--- src/rtl/fir_cfg_sequencer.sv ---
// AXI-Lite master that checks, programs and launches the FIR engine, then polls for ap_done.
// One AXI transaction per FSM state; the FSM advances only when that transaction completes.
module fir_cfg_sequencer #(
  parameter int unsigned pADDR_WIDTH  = 12,
  parameter int unsigned pDATA_WIDTH  = 32,
  parameter int unsigned Tape_Num     = 11,
  parameter int unsigned POLL_TIMEOUT = 1024,
  parameter int unsigned VERIFY       = 1
) (
  input  logic                   axis_clk,
  input  logic                   axis_rst_n,
  input  logic                   cfg_start,
  input  logic [pDATA_WIDTH-1:0] cfg_len,
  output logic                   coef_req,
  output logic [3:0]             coef_idx,
  input  logic                   coef_ack,
  input  logic [pDATA_WIDTH-1:0] coef_data,
  output logic                   busy,
  output logic                   done,
  output logic                   err,
  output logic [1:0]             err_code,
  output logic                   awvalid,
  output logic [pADDR_WIDTH-1:0] awaddr,
  input  logic                   awready,
  output logic                   wvalid,
  output logic [pDATA_WIDTH-1:0] wdata,
  input  logic                   wready,
  output logic                   arvalid,
  output logic [pADDR_WIDTH-1:0] araddr,
  input  logic                   arready,
  input  logic                   rvalid,
  input  logic [pDATA_WIDTH-1:0] rdata,
  output logic                   rready
);

  localparam int unsigned CW = $clog2(POLL_TIMEOUT + 1);
  localparam logic [pADDR_WIDTH-1:0] ADDR_CTRL = '0;
  localparam logic [pADDR_WIDTH-1:0] ADDR_LEN  = pADDR_WIDTH'(12'h010);
  localparam logic [pADDR_WIDTH-1:0] ADDR_TAP  = pADDR_WIDTH'(12'h040);
  localparam logic [3:0]             LAST_IDX  = 4'(Tape_Num - 1);
  localparam logic [CW-1:0]          TMO       = CW'(POLL_TIMEOUT);

  typedef enum logic [3:0] {
    S_IDLE, S_CHK, S_LEN, S_FETCH, S_TAPW, S_TAPR, S_NEXT, S_STRT, S_POLL, S_DONE, S_ERR
  } state_e;

  state_e                 state_q, state_d;
  logic                   txn_q, txn_d;
  logic [3:0]             idx_q, idx_d;
  logic [pDATA_WIDTH-1:0] len_q, len_d;
  logic [pDATA_WIDTH-1:0] coef_q, coef_d;
  logic [CW-1:0]          cnt_q, cnt_d;
  logic                   busy_q, busy_d, done_q, done_d, err_q, err_d;
  logic [1:0]             code_q, code_d;
  logic                   coef_req_q, coef_req_d;
  logic                   awvalid_q, awvalid_d, wvalid_q, wvalid_d;
  logic [pADDR_WIDTH-1:0] awaddr_q, awaddr_d, araddr_q, araddr_d;
  logic [pDATA_WIDTH-1:0] wdata_q, wdata_d;
  logic                   arvalid_q, arvalid_d, rready_q, rready_d;

  logic [pADDR_WIDTH-1:0] tap_addr_c;
  logic [CW-1:0]          cnt_inc_c;
  logic                   wr_done_c, rd_done_c;

  assign tap_addr_c = ADDR_TAP + pADDR_WIDTH'({idx_q, 2'b00});
  assign cnt_inc_c  = cnt_q + CW'(1);
  assign wr_done_c  = txn_q && (!awvalid_q || awready) && (!wvalid_q || wready);
  assign rd_done_c  = txn_q && rready_q && rvalid;

  always_ff @(posedge axis_clk or negedge axis_rst_n) begin
    if (!axis_rst_n) begin
      state_q    <= S_IDLE;
      txn_q      <= 1'b0;
      idx_q      <= '0;
      len_q      <= '0;
      coef_q     <= '0;
      cnt_q      <= '0;
      busy_q     <= 1'b0;
      done_q     <= 1'b0;
      err_q      <= 1'b0;
      code_q     <= '0;
      coef_req_q <= 1'b0;
      awvalid_q  <= 1'b0;
      awaddr_q   <= '0;
      wvalid_q   <= 1'b0;
      wdata_q    <= '0;
      arvalid_q  <= 1'b0;
      araddr_q   <= '0;
      rready_q   <= 1'b0;
    end else begin
      state_q    <= state_d;
      txn_q      <= txn_d;
      idx_q      <= idx_d;
      len_q      <= len_d;
      coef_q     <= coef_d;
      cnt_q      <= cnt_d;
      busy_q     <= busy_d;
      done_q     <= done_d;
      err_q      <= err_d;
      code_q     <= code_d;
      coef_req_q <= coef_req_d;
      awvalid_q  <= awvalid_d;
      awaddr_q   <= awaddr_d;
      wvalid_q   <= wvalid_d;
      wdata_q    <= wdata_d;
      arvalid_q  <= arvalid_d;
      araddr_q   <= araddr_d;
      rready_q   <= rready_d;
    end
  end

  always_comb begin
    state_d    = state_q;
    txn_d      = txn_q;
    idx_d      = idx_q;
    len_d      = len_q;
    coef_d     = coef_q;
    cnt_d      = cnt_q;
    busy_d     = busy_q;
    done_d     = 1'b0;
    err_d      = err_q;
    code_d     = code_q;
    coef_req_d = coef_req_q;
    awvalid_d  = awvalid_q;
    awaddr_d   = awaddr_q;
    wvalid_d   = wvalid_q;
    wdata_d    = wdata_q;
    arvalid_d  = arvalid_q;
    araddr_d   = araddr_q;
    rready_d   = rready_q;

    // Channel handshakes are state-independent: only one transaction is ever outstanding.
    if (awvalid_q && awready) awvalid_d = 1'b0;
    if (wvalid_q && wready)   wvalid_d  = 1'b0;
    if (arvalid_q && arready) begin
      arvalid_d = 1'b0;
      rready_d  = 1'b1;
    end
    if (rready_q && rvalid) rready_d = 1'b0;

    case (state_q)
      S_IDLE: begin
        if (cfg_start) begin
          len_d   = cfg_len;
          err_d   = 1'b0;
          code_d  = 2'd0;
          busy_d  = 1'b1;
          state_d = S_CHK;
        end
      end
      S_CHK: begin
        if (!txn_q) begin
          txn_d     = 1'b1;
          arvalid_d = 1'b1;
          araddr_d  = ADDR_CTRL;
        end else if (rd_done_c) begin
          txn_d = 1'b0;
          if (rdata[2]) begin
            state_d = S_LEN;
          end else begin
            err_d   = 1'b1;
            code_d  = 2'd1;
            state_d = S_ERR;
          end
        end
      end
      S_LEN: begin
        if (!txn_q) begin
          txn_d     = 1'b1;
          awvalid_d = 1'b1;
          wvalid_d  = 1'b1;
          awaddr_d  = ADDR_LEN;
          wdata_d   = len_q;
        end else if (wr_done_c) begin
          txn_d   = 1'b0;
          idx_d   = '0;
          state_d = S_FETCH;
        end
      end
      S_FETCH: begin
        if (!coef_req_q) begin
          coef_req_d = 1'b1;
        end else if (coef_ack) begin
          coef_req_d = 1'b0;
          coef_d     = coef_data;
          state_d    = S_TAPW;
        end
      end
      S_TAPW: begin
        if (!txn_q) begin
          txn_d     = 1'b1;
          awvalid_d = 1'b1;
          wvalid_d  = 1'b1;
          awaddr_d  = tap_addr_c;
          wdata_d   = coef_q;
        end else if (wr_done_c) begin
          txn_d   = 1'b0;
          state_d = (VERIFY != 0) ? S_TAPR : S_NEXT;
        end
      end
      S_TAPR: begin
        if (!txn_q) begin
          txn_d     = 1'b1;
          arvalid_d = 1'b1;
          araddr_d  = tap_addr_c;
        end else if (rd_done_c) begin
          txn_d = 1'b0;
          if (rdata == coef_q) begin
            state_d = S_NEXT;
          end else begin
            err_d   = 1'b1;
            code_d  = 2'd2;
            state_d = S_ERR;
          end
        end
      end
      S_NEXT: begin
        if (idx_q == LAST_IDX) begin
          state_d = S_STRT;
        end else begin
          idx_d   = idx_q + 4'd1;
          state_d = S_FETCH;
        end
      end
      S_STRT: begin
        if (!txn_q) begin
          txn_d     = 1'b1;
          awvalid_d = 1'b1;
          wvalid_d  = 1'b1;
          awaddr_d  = ADDR_CTRL;
          wdata_d   = pDATA_WIDTH'(1);
        end else if (wr_done_c) begin
          txn_d   = 1'b0;
          cnt_d   = '0;
          state_d = S_POLL;
        end
      end
      S_POLL: begin
        if (cnt_q != TMO) cnt_d = cnt_inc_c;
        // A read already in flight at expiry is allowed to finish; ap_done on it still wins.
        if (!txn_q) begin
          if (cnt_q >= TMO) begin
            err_d   = 1'b1;
            code_d  = 2'd3;
            state_d = S_ERR;
          end else begin
            txn_d     = 1'b1;
            arvalid_d = 1'b1;
            araddr_d  = ADDR_CTRL;
          end
        end else if (rd_done_c) begin
          txn_d = 1'b0;
          if (rdata[1]) begin
            done_d  = 1'b1;
            state_d = S_DONE;
          end else if (cnt_inc_c >= TMO) begin
            err_d   = 1'b1;
            code_d  = 2'd3;
            state_d = S_ERR;
          end
        end
      end
      S_DONE: begin
        busy_d  = 1'b0;
        state_d = S_IDLE;
      end
      S_ERR: begin
        busy_d  = 1'b0;
        state_d = S_IDLE;
      end
      default: state_d = S_IDLE;
    endcase
  end

  assign coef_req = coef_req_q;
  assign coef_idx = idx_q;
  assign busy     = busy_q;
  assign done     = done_q;
  assign err      = err_q;
  assign err_code = code_q;
  assign awvalid  = awvalid_q;
  assign awaddr   = awaddr_q;
  assign wvalid   = wvalid_q;
  assign wdata    = wdata_q;
  assign arvalid  = arvalid_q;
  assign araddr   = araddr_q;
  assign rready   = rready_q;

endmodule

--- config.mk ---
export PLATFORM = sky130hd
export DESIGN_NAME = fir_cfg_sequencer
export DESIGN_NICKNAME = d
export VERILOG_FILES = /design/src/rtl/fir_cfg_sequencer.sv
export SDC_FILE = /design/constraint.sdc
export NUM_CORES = 1
export LEC_CHECK = 0
export BUFFER_PORTS_ARGS = -buffer_cell sky130_fd_sc_hd__buf_2
export CAP_MARGIN = 20
export CORE_UTILIZATION = 53
export CTS_CLUSTER_DIAMETER = 200
export DETAILED_ROUTE_END_ITERATION = 7
export HOLD_SLACK_MARGIN = 0.1
export PLACE_DENSITY = 0.8
export RECOVER_POWER = 50
export SLEW_MARGIN = 10
export SYNTH_ARGS = -nofsm -noshare
export SYNTH_HDL_FRONTEND = slang
export SYNTH_SLANG_ARGS = --single-unit
--- constraint.sdc ---
create_clock -name axis_clk -period 2.5 [get_ports axis_clk]
set_input_delay 0.125 -clock axis_clk [delete_from_list [all_inputs] [get_ports axis_clk]]
set_output_delay 0.125 -clock axis_clk [all_outputs]
set_load 0.03 [all_outputs]
==> flow_summary.json, run 1 <==
{
  "grt_pass1_wl_um": 29600,
  "die_w_um": 113,
  "totalWireLength_um": 18500,
  "vias": 5744,
  "viasPerCell": 5.74,
  "clockPowerShare_pct": 24.6,
  "drt-initial-drc-count": 364,
  "cts_setup_buffers": 0,
  "drv_slew": 0,
  "path_class": "flop to flop",
  "clock-sinks": 136,
  "cts_buffer_depth": 2,
  "multiInputGateArea_mm2": 0.00291,
  "slew_headroom_pct": 35.4,
  "drt_drc_violations_left": 0,
  "final_cells": 1001,
  "worstPathCellList": "nor2b_1 > mux2i_1 > or3_2 > buf_12 > a221o_1",
  "initial_core_util_pct": 54.4,
  "synthToLayoutAreaGrowth_pct": 34.2,
  "yosys-top-cells-area": "dfrtp_1 (52%), mux2_2 (11%), a221o_1 (4.7%), xor2_1 (4.4%), nand2_1 (3.2%)",
  "postLayoutCoreUtil_pct": 73.1,
  "hold_path_class": "primary input to flop",
  "synth-edff-count": 0,
  "clkTransAtPathRegs_ps": 60,
  "yosys.area.top_type": "dfrtp_1",
  "pwr-share-comb_pct": 38.2,
  "status": "complete, no violations",
  "grt_max_degree": 77,
  "routedWlPerCell_um": 18.4,
  "synth_cells": 585,
  "finalCritPeriodShare_pct": 91.1,
  "dp.cells": 897,
  "final.setup.tns_ps": 0,
  "cp-start-kind": "flop",
  "nFillCells": 829,
  "rsz0062_at_grt": "no",
  "final_cell_area_mm2": 0.00881,
  "powerDensity_mw_per_mm2": 1260,
  "antenna_found_initial": 1,
  "period_needed_ps": 2280,
  "globalplace.congestion": 0.908,
  "crit_arrival_ps": 2580,
  "hold_viol": 0,
  "total_power_mw": 11.1,
  "cts_buffers": 17,
  "grt_pass1_vias": 5863,
  "drtAntennaViolNets": 0,
  "drive_gt1_share_pct": 29.1,
  "avgSynthCellArea_um2": 11.2,
  "worst_pin_slew_ps": 969,
  "layout_commonest_cell": "dfrtp_1",
  "synth_top_area_share_pct": 51.8,
  "seq_area_frac_synth_pct": 51.8,
  "seq_power_share_pct": 37.2,
  "dieHeight_um": 113,
  "drv_cap": 0,
  "setup.worst_path.end_class": "flop",
  "crit_fanout": 71,
  "critPathRequiredTime_ps": 2800,
  "htreeDepth": 4,
  "yosys_warnings": 0,
  "final-seq-area_mm2": 0.00340,
  "final_cell_mix": "dfrtp_1 (135), buf_2 (108), dlygate4sd3_1 (71)",
  "boundaryPins": 174,
  "ir_drop_mv": 0.697,
  "syn_area_mm2": 0.00657,
  "path_delay_family": "simple AND/OR/NAND/NOR gates",
  "rows": 40,
  "synth_flop_cell": "dfrtp_1",
  "synth.distinct_cells": 62,
  "switching_share_pct": 38.8,
  "slowest_stage": "dfrtp_1",
  "tritoncts": "done",
  "switching_power_mw": 4.32,
  "clockRootBuffer": "clkbuf_16",
  "gr-total-overflow": 0,
  "crit_path_max_incr_delay_ps": 550,
  "coreArea_mm2": 0.0121,
  "groute.usage.overall_pct": 30.6,
  "ys_ff_latch": 136,
  "num-nets-final": 927,
  "place_hpwl_um": 11400,
  "dieArea_mm2": 0.0128,
  "drt-pass1-iter-count": 7,
  "max_freq_ghz": 0.439,
  "placed_cell_area_mm2": 0.00753,
  "critPathBufInv": 1,
  "setup-violations-final": 0,
  "p_leak_nw": 4.11,
  "clk-insertion-delay-late_ps": 430,
  "io_buffers": 159,
  "p_int_mw": 6.82,
  "skew_ps": 8.82,
  "async_flop_share_pct": 100
}
-- worst paths after layout --
path                            start        end  slack, ps  cells after the start
hold reg to reg             araddr[6]  araddr[6]        480                      1
min in group asynchronous  axis_rst_n   cnt_q[6]        290                      2
setup / recovery           state_q[1]  wdata[17]        220                      5
setup reg to reg           state_q[1]  wdata[17]        220                      5
hold / removal               coef_ack   coef_req        140                      4
max in group asynchronous  axis_rst_n  wdata[26]        770                      3
-- sequential cells by signal, summed over array words and instances, names as in the netlist, 2 cells and up --
signal	count
araddr	5
awaddr	5
cnt_q	11
coef_idx	4
coef_q	32
err_code	2
len_q	32
state_q	4
wdata	32
-- through the flow --
step | worst slack [ps] | hold WS, ps
2_1_floorplan | 461 | -171
3_3_place_gp | 246 | 192
3_5_place_dp | 98.2 | 202
4_1_cts | 63.6 | 133
5_1_grt | 78.6 | 178
6_report | 222 | 144
-- final cells by class --
| class | count | share of cell area, % |
|---|---|---|
| Clock inverter | 13 | 2.27 |
| Timing Repair Buffer | 247 | 18.3 |
| Sequential cell | 136 | 38.6 |
| Antenna cell | 1 | 0.0284 |
| Tap cell | 168 | 2.39 |
| Inverter | 8 | 0.341 |
| Multi-Input combinational cell | 409 | 33.0 |
| Clock buffer | 19 | 5.03 |
-- repair_timing --
action / 4_1_cts / 5_1_grt
endpoints found under the setup margin: 0 / 10
hold buffers: 71 / 0
endpoints found under the hold margin: 144 / 0
gates resized for setup: 0 / 2
-- worst register-to-register path, delay by kind of cell, from the launching register on --
kind	cells	cell delay (ps)
flip-flops	1	550
AO/OA/AOI/OAI	1	440
buffers and inverters	1	230
AND/OR/NAND/NOR	2	830
multiplexers	1	110
-- logic make-up after synthesis --
logic type / after synthesis / share of synthesized area [%]
simple gates: 179 / 13.4
flops: 136 / 51.8
compound gates: 107 / 12.4
mux: 69 / 11.9
buf+inv: 53 / 4.90
xor+xnor: 36 / 4.80
fa+ha+maj: 4 / 0.762
other cells: 1 / 0.0571
-- synthesized netlist by cell type, drive strengths merged, types with 4 or more instances --
cell type	number
a21oi	12
a221o	31
a22o	8
and3	5
buf	31
clkbuf	14
dfrtp	136
ha	4
inv	8
mux2	66
nand2	56
nand2b	5
nand3	14
nand4	4
nor2	56
nor2b	4
nor3	6
nor4	11
o21ai	28
o22ai	4
o31ai	5
o41ai	4
or3	4
xor2	33
-- power by group through the flow --
stage	sequential, mW	clock (mW)	combinational, mW
after floorplan	4.56	0	2.47
after global placement	4.04	0	4.05
after detailed placement	4.10	0	4.18
after CTS	4.09	2.77	4.29
after global routing	4.27	2.87	4.59
final	4.14	2.74	4.26
-- metal layers --
metal  vias to the layer above  global-route usage (%)  wire, µm
li1                       2549                       -         -
met1                      2837                    36.1      7070
met2                       294                    51.4      9380
met3                        64                    7.87      1200
met4                         0                    16.8       804
met5                         -                       0         0
Power figures use the tool's default switching activity.
==> run 2, diff against run 1 <==
- RECOVER_POWER: 50 -> 25
- SETUP_SLACK_MARGIN: unset -> 0.5
- TNS_END_PERCENT: unset -> 100
==> run 2 against run 1 <==
  * Hold slack better by 18 ps
  * Sequential share of layout area down 3.4 points
  * Power up 8.5%
  * Die area unchanged
  * Highest routed layer unchanged
  * Design area up 9.8%
  * First-iteration DRC count up 59%
==> flow_summary.json, run 2 (same netlist as run 1, synthesis figures left out) <==
{
  "viasPerCell": 5.87,
  "detailedPlace.worstSlack_ps": 166,
  "clock-sinks": 136,
  "boundaryPins": 174,
  "critPathBufInv": 0,
  "nFillCells": 640,
  "drv_cap": 0,
  "use_met1_pct": 38.8,
  "totalWireLength_um": 22500,
  "io_buffers": 159,
  "slew_headroom_pct": 25.8,
  "rsz0062_at_grt": "yes",
  "max_freq_ghz": 0.484,
  "crit_arrival_ps": 2370,
  "period_needed_ps": 2070,
  "coreArea_mm2": 0.0121,
  "setup-violations-final": 0,
  "htreeDepth": 4,
  "cts_buffers": 17,
  "num-nets-final": 976,
  "rows": 40,
  "initial_core_util_pct": 54.4,
  "place_hpwl_um": 11900,
  "worstPathCellList": "xor2_1 > nor4_1 > nand4_1 > nor2_2 > o221ai_1 > mux2_4",
  "hold_path_class": "primary input to flop",
  "grtUsageMet2_pct": 57.1,
  "total_power_mw": 12.1,
  "dieHeight_um": 113,
  "clockRootBuffer": "clkbuf_16",
  "dieArea_mm2": 0.0128,
  "ir_drop_mv": 0.668,
  "cp-start-kind": "flop",
  "use_met3_pct": 7.82,
  "synthToLayoutAreaGrowth_pct": 47.3,
  "globalplace.congestion": 0.896,
  "finalCritPeriodShare_pct": 82.6,
  "grt_pass1_wl_um": 31800,
  "p_leak_nw": 4.61,
  "layout_commonest_cell": "buf_2",
  "hold_viol": 0,
  "crit_fanout": 3,
  "grt_busiest_layer": "met2",
  "drive_gt1_share_pct": 43.9,
  "drt-pass1-iter-count": 5,
  "routedWlPerCell_um": 21.4,
  "worst_pin_slew_ps": 1110,
  "crit_path_max_incr_delay_ps": 410,
  "die_w_um": 113,
  "setup.worst_path.end_class": "flop",
  "path_class": "flop to flop",
  "slowest_stage": "dfrtp_1",
  "final_cell_mix": "buf_2 (153), dfrtp_1 (131), dlygate4sd3_1 (70)",
  "vias": 6142,
  "worst_slack_ps": 435,
  "gr-total-overflow": 0,
  "drt-initial-drc-count": 579,
  "cts_buffer_depth": 2,
  "drt_drc_violations_left": 0,
  "clkTransAtPathRegs_ps": 60,
  "grt_max_degree": 69,
  "powerDensity_mw_per_mm2": 1250,
  "n_antenna_cell": 0,
  "skew_ps": 10.1,
  "clk-insertion-delay-late_ps": 430,
  "tritoncts": "done",
  "path_delay_family": "simple AND/OR/NAND/NOR gates",
  "critPathRequiredTime_ps": 2810,
  "drv_slew": 0,
  "status": "complete, no violations",
  "final.setup.tns_ps": 0,
  "groute.usage.overall_pct": 32.8,
  "antenna_found_initial": 0,
  "grt_pass1_vias": 6193,
  "drtAntennaViolNets": 0
}
[run 2: cell types whose count changed in the layout (fill, tap and decap cells not counted), sizes merged]
cell	change
buf	+88
clkbuf	-31
bufinv	-4
clkinv	-4
clkinvlp	-1
diode	-1
dlygate4sd3	-1
inv	-1
o21ai	+1
[run 2: path summary, 6_finish.rpt]
| path | from | to | slack, ps | cells after the start |
|---|---|---|---|---|
| max reg2reg | coef_q[1] | state_q[3] | 430 | 6 |
| min | coef_ack | coef_req | 160 | 4 |
| max in group asynchronous | axis_rst_n | cnt_q[7] | 600 | 3 |
| max | coef_q[1] | state_q[3] | 430 | 6 |
| min reg2reg | awaddr[6] | awaddr[6] | 470 | 1 |
| min in group asynchronous | axis_rst_n | rready | 280 | 2 |
[run 2: power by group]
part / internal (mW) / leakage [nW] / switching (mW) / total [mW]
clock network: 1.46 / 0.267 / 0.903 / 2.36
registers: 3.22 / 1.69 / 0.890 / 4.11
logic: 2.51 / 2.65 / 3.11 / 5.61
[run 2: worst register-to-register path, delay by kind of cell, from the launching register on]
family / cells / cell delay (ps)
xor+xnor: 1 / 200
compound gates: 1 / 130
simple gates: 3 / 950
flops: 1 / 410
mux: 1 / 270
[run 2: timing repair]
action / 4_1_cts / 5_1_grt
endpoints found under the hold margin: 136 / 0
setup endpoints to repair: 70 / 69
hold buffers: 70 / 0
pin swaps: 6 / 50
buffers inserted: 16 / 18
resized for setup: 29 / 62
cloned: 1 / 9
[run 2: final cells by class]
class	count	area [µm²]	area share [%]
clock buffer	27	503	5.20
sequential	136	3410	35.2
tap	168	210	2.17
clock inverter	3	40.0	0.414
inverter	8	30.0	0.310
timing repair buffer	295	2220	22.9
multi-input combinational	410	3260	33.7
[run 2: per-stage QoR]
stage,area [µm²],cells,hold slack [ps],util [%]
2_1_floorplan,6620,598,-171,-
3_3_place_gp,7590,903,175,63.0
3_5_place_dp,7590,903,178,63.0
4_1_cts,9120,1020,140,75.6
5_1_grt,9670,1047,157,80.2
6_report,9670,1047,162,80.2
[run 2: routing by layer]
metal | part of all wire (%) | vias to the layer above
li1 | - | 2649
met1 | 37 | 3058
met2 | 51 | 348
met3 | 7.3 | 87
met4 | 4.7 | 0
met5 | 0 | -
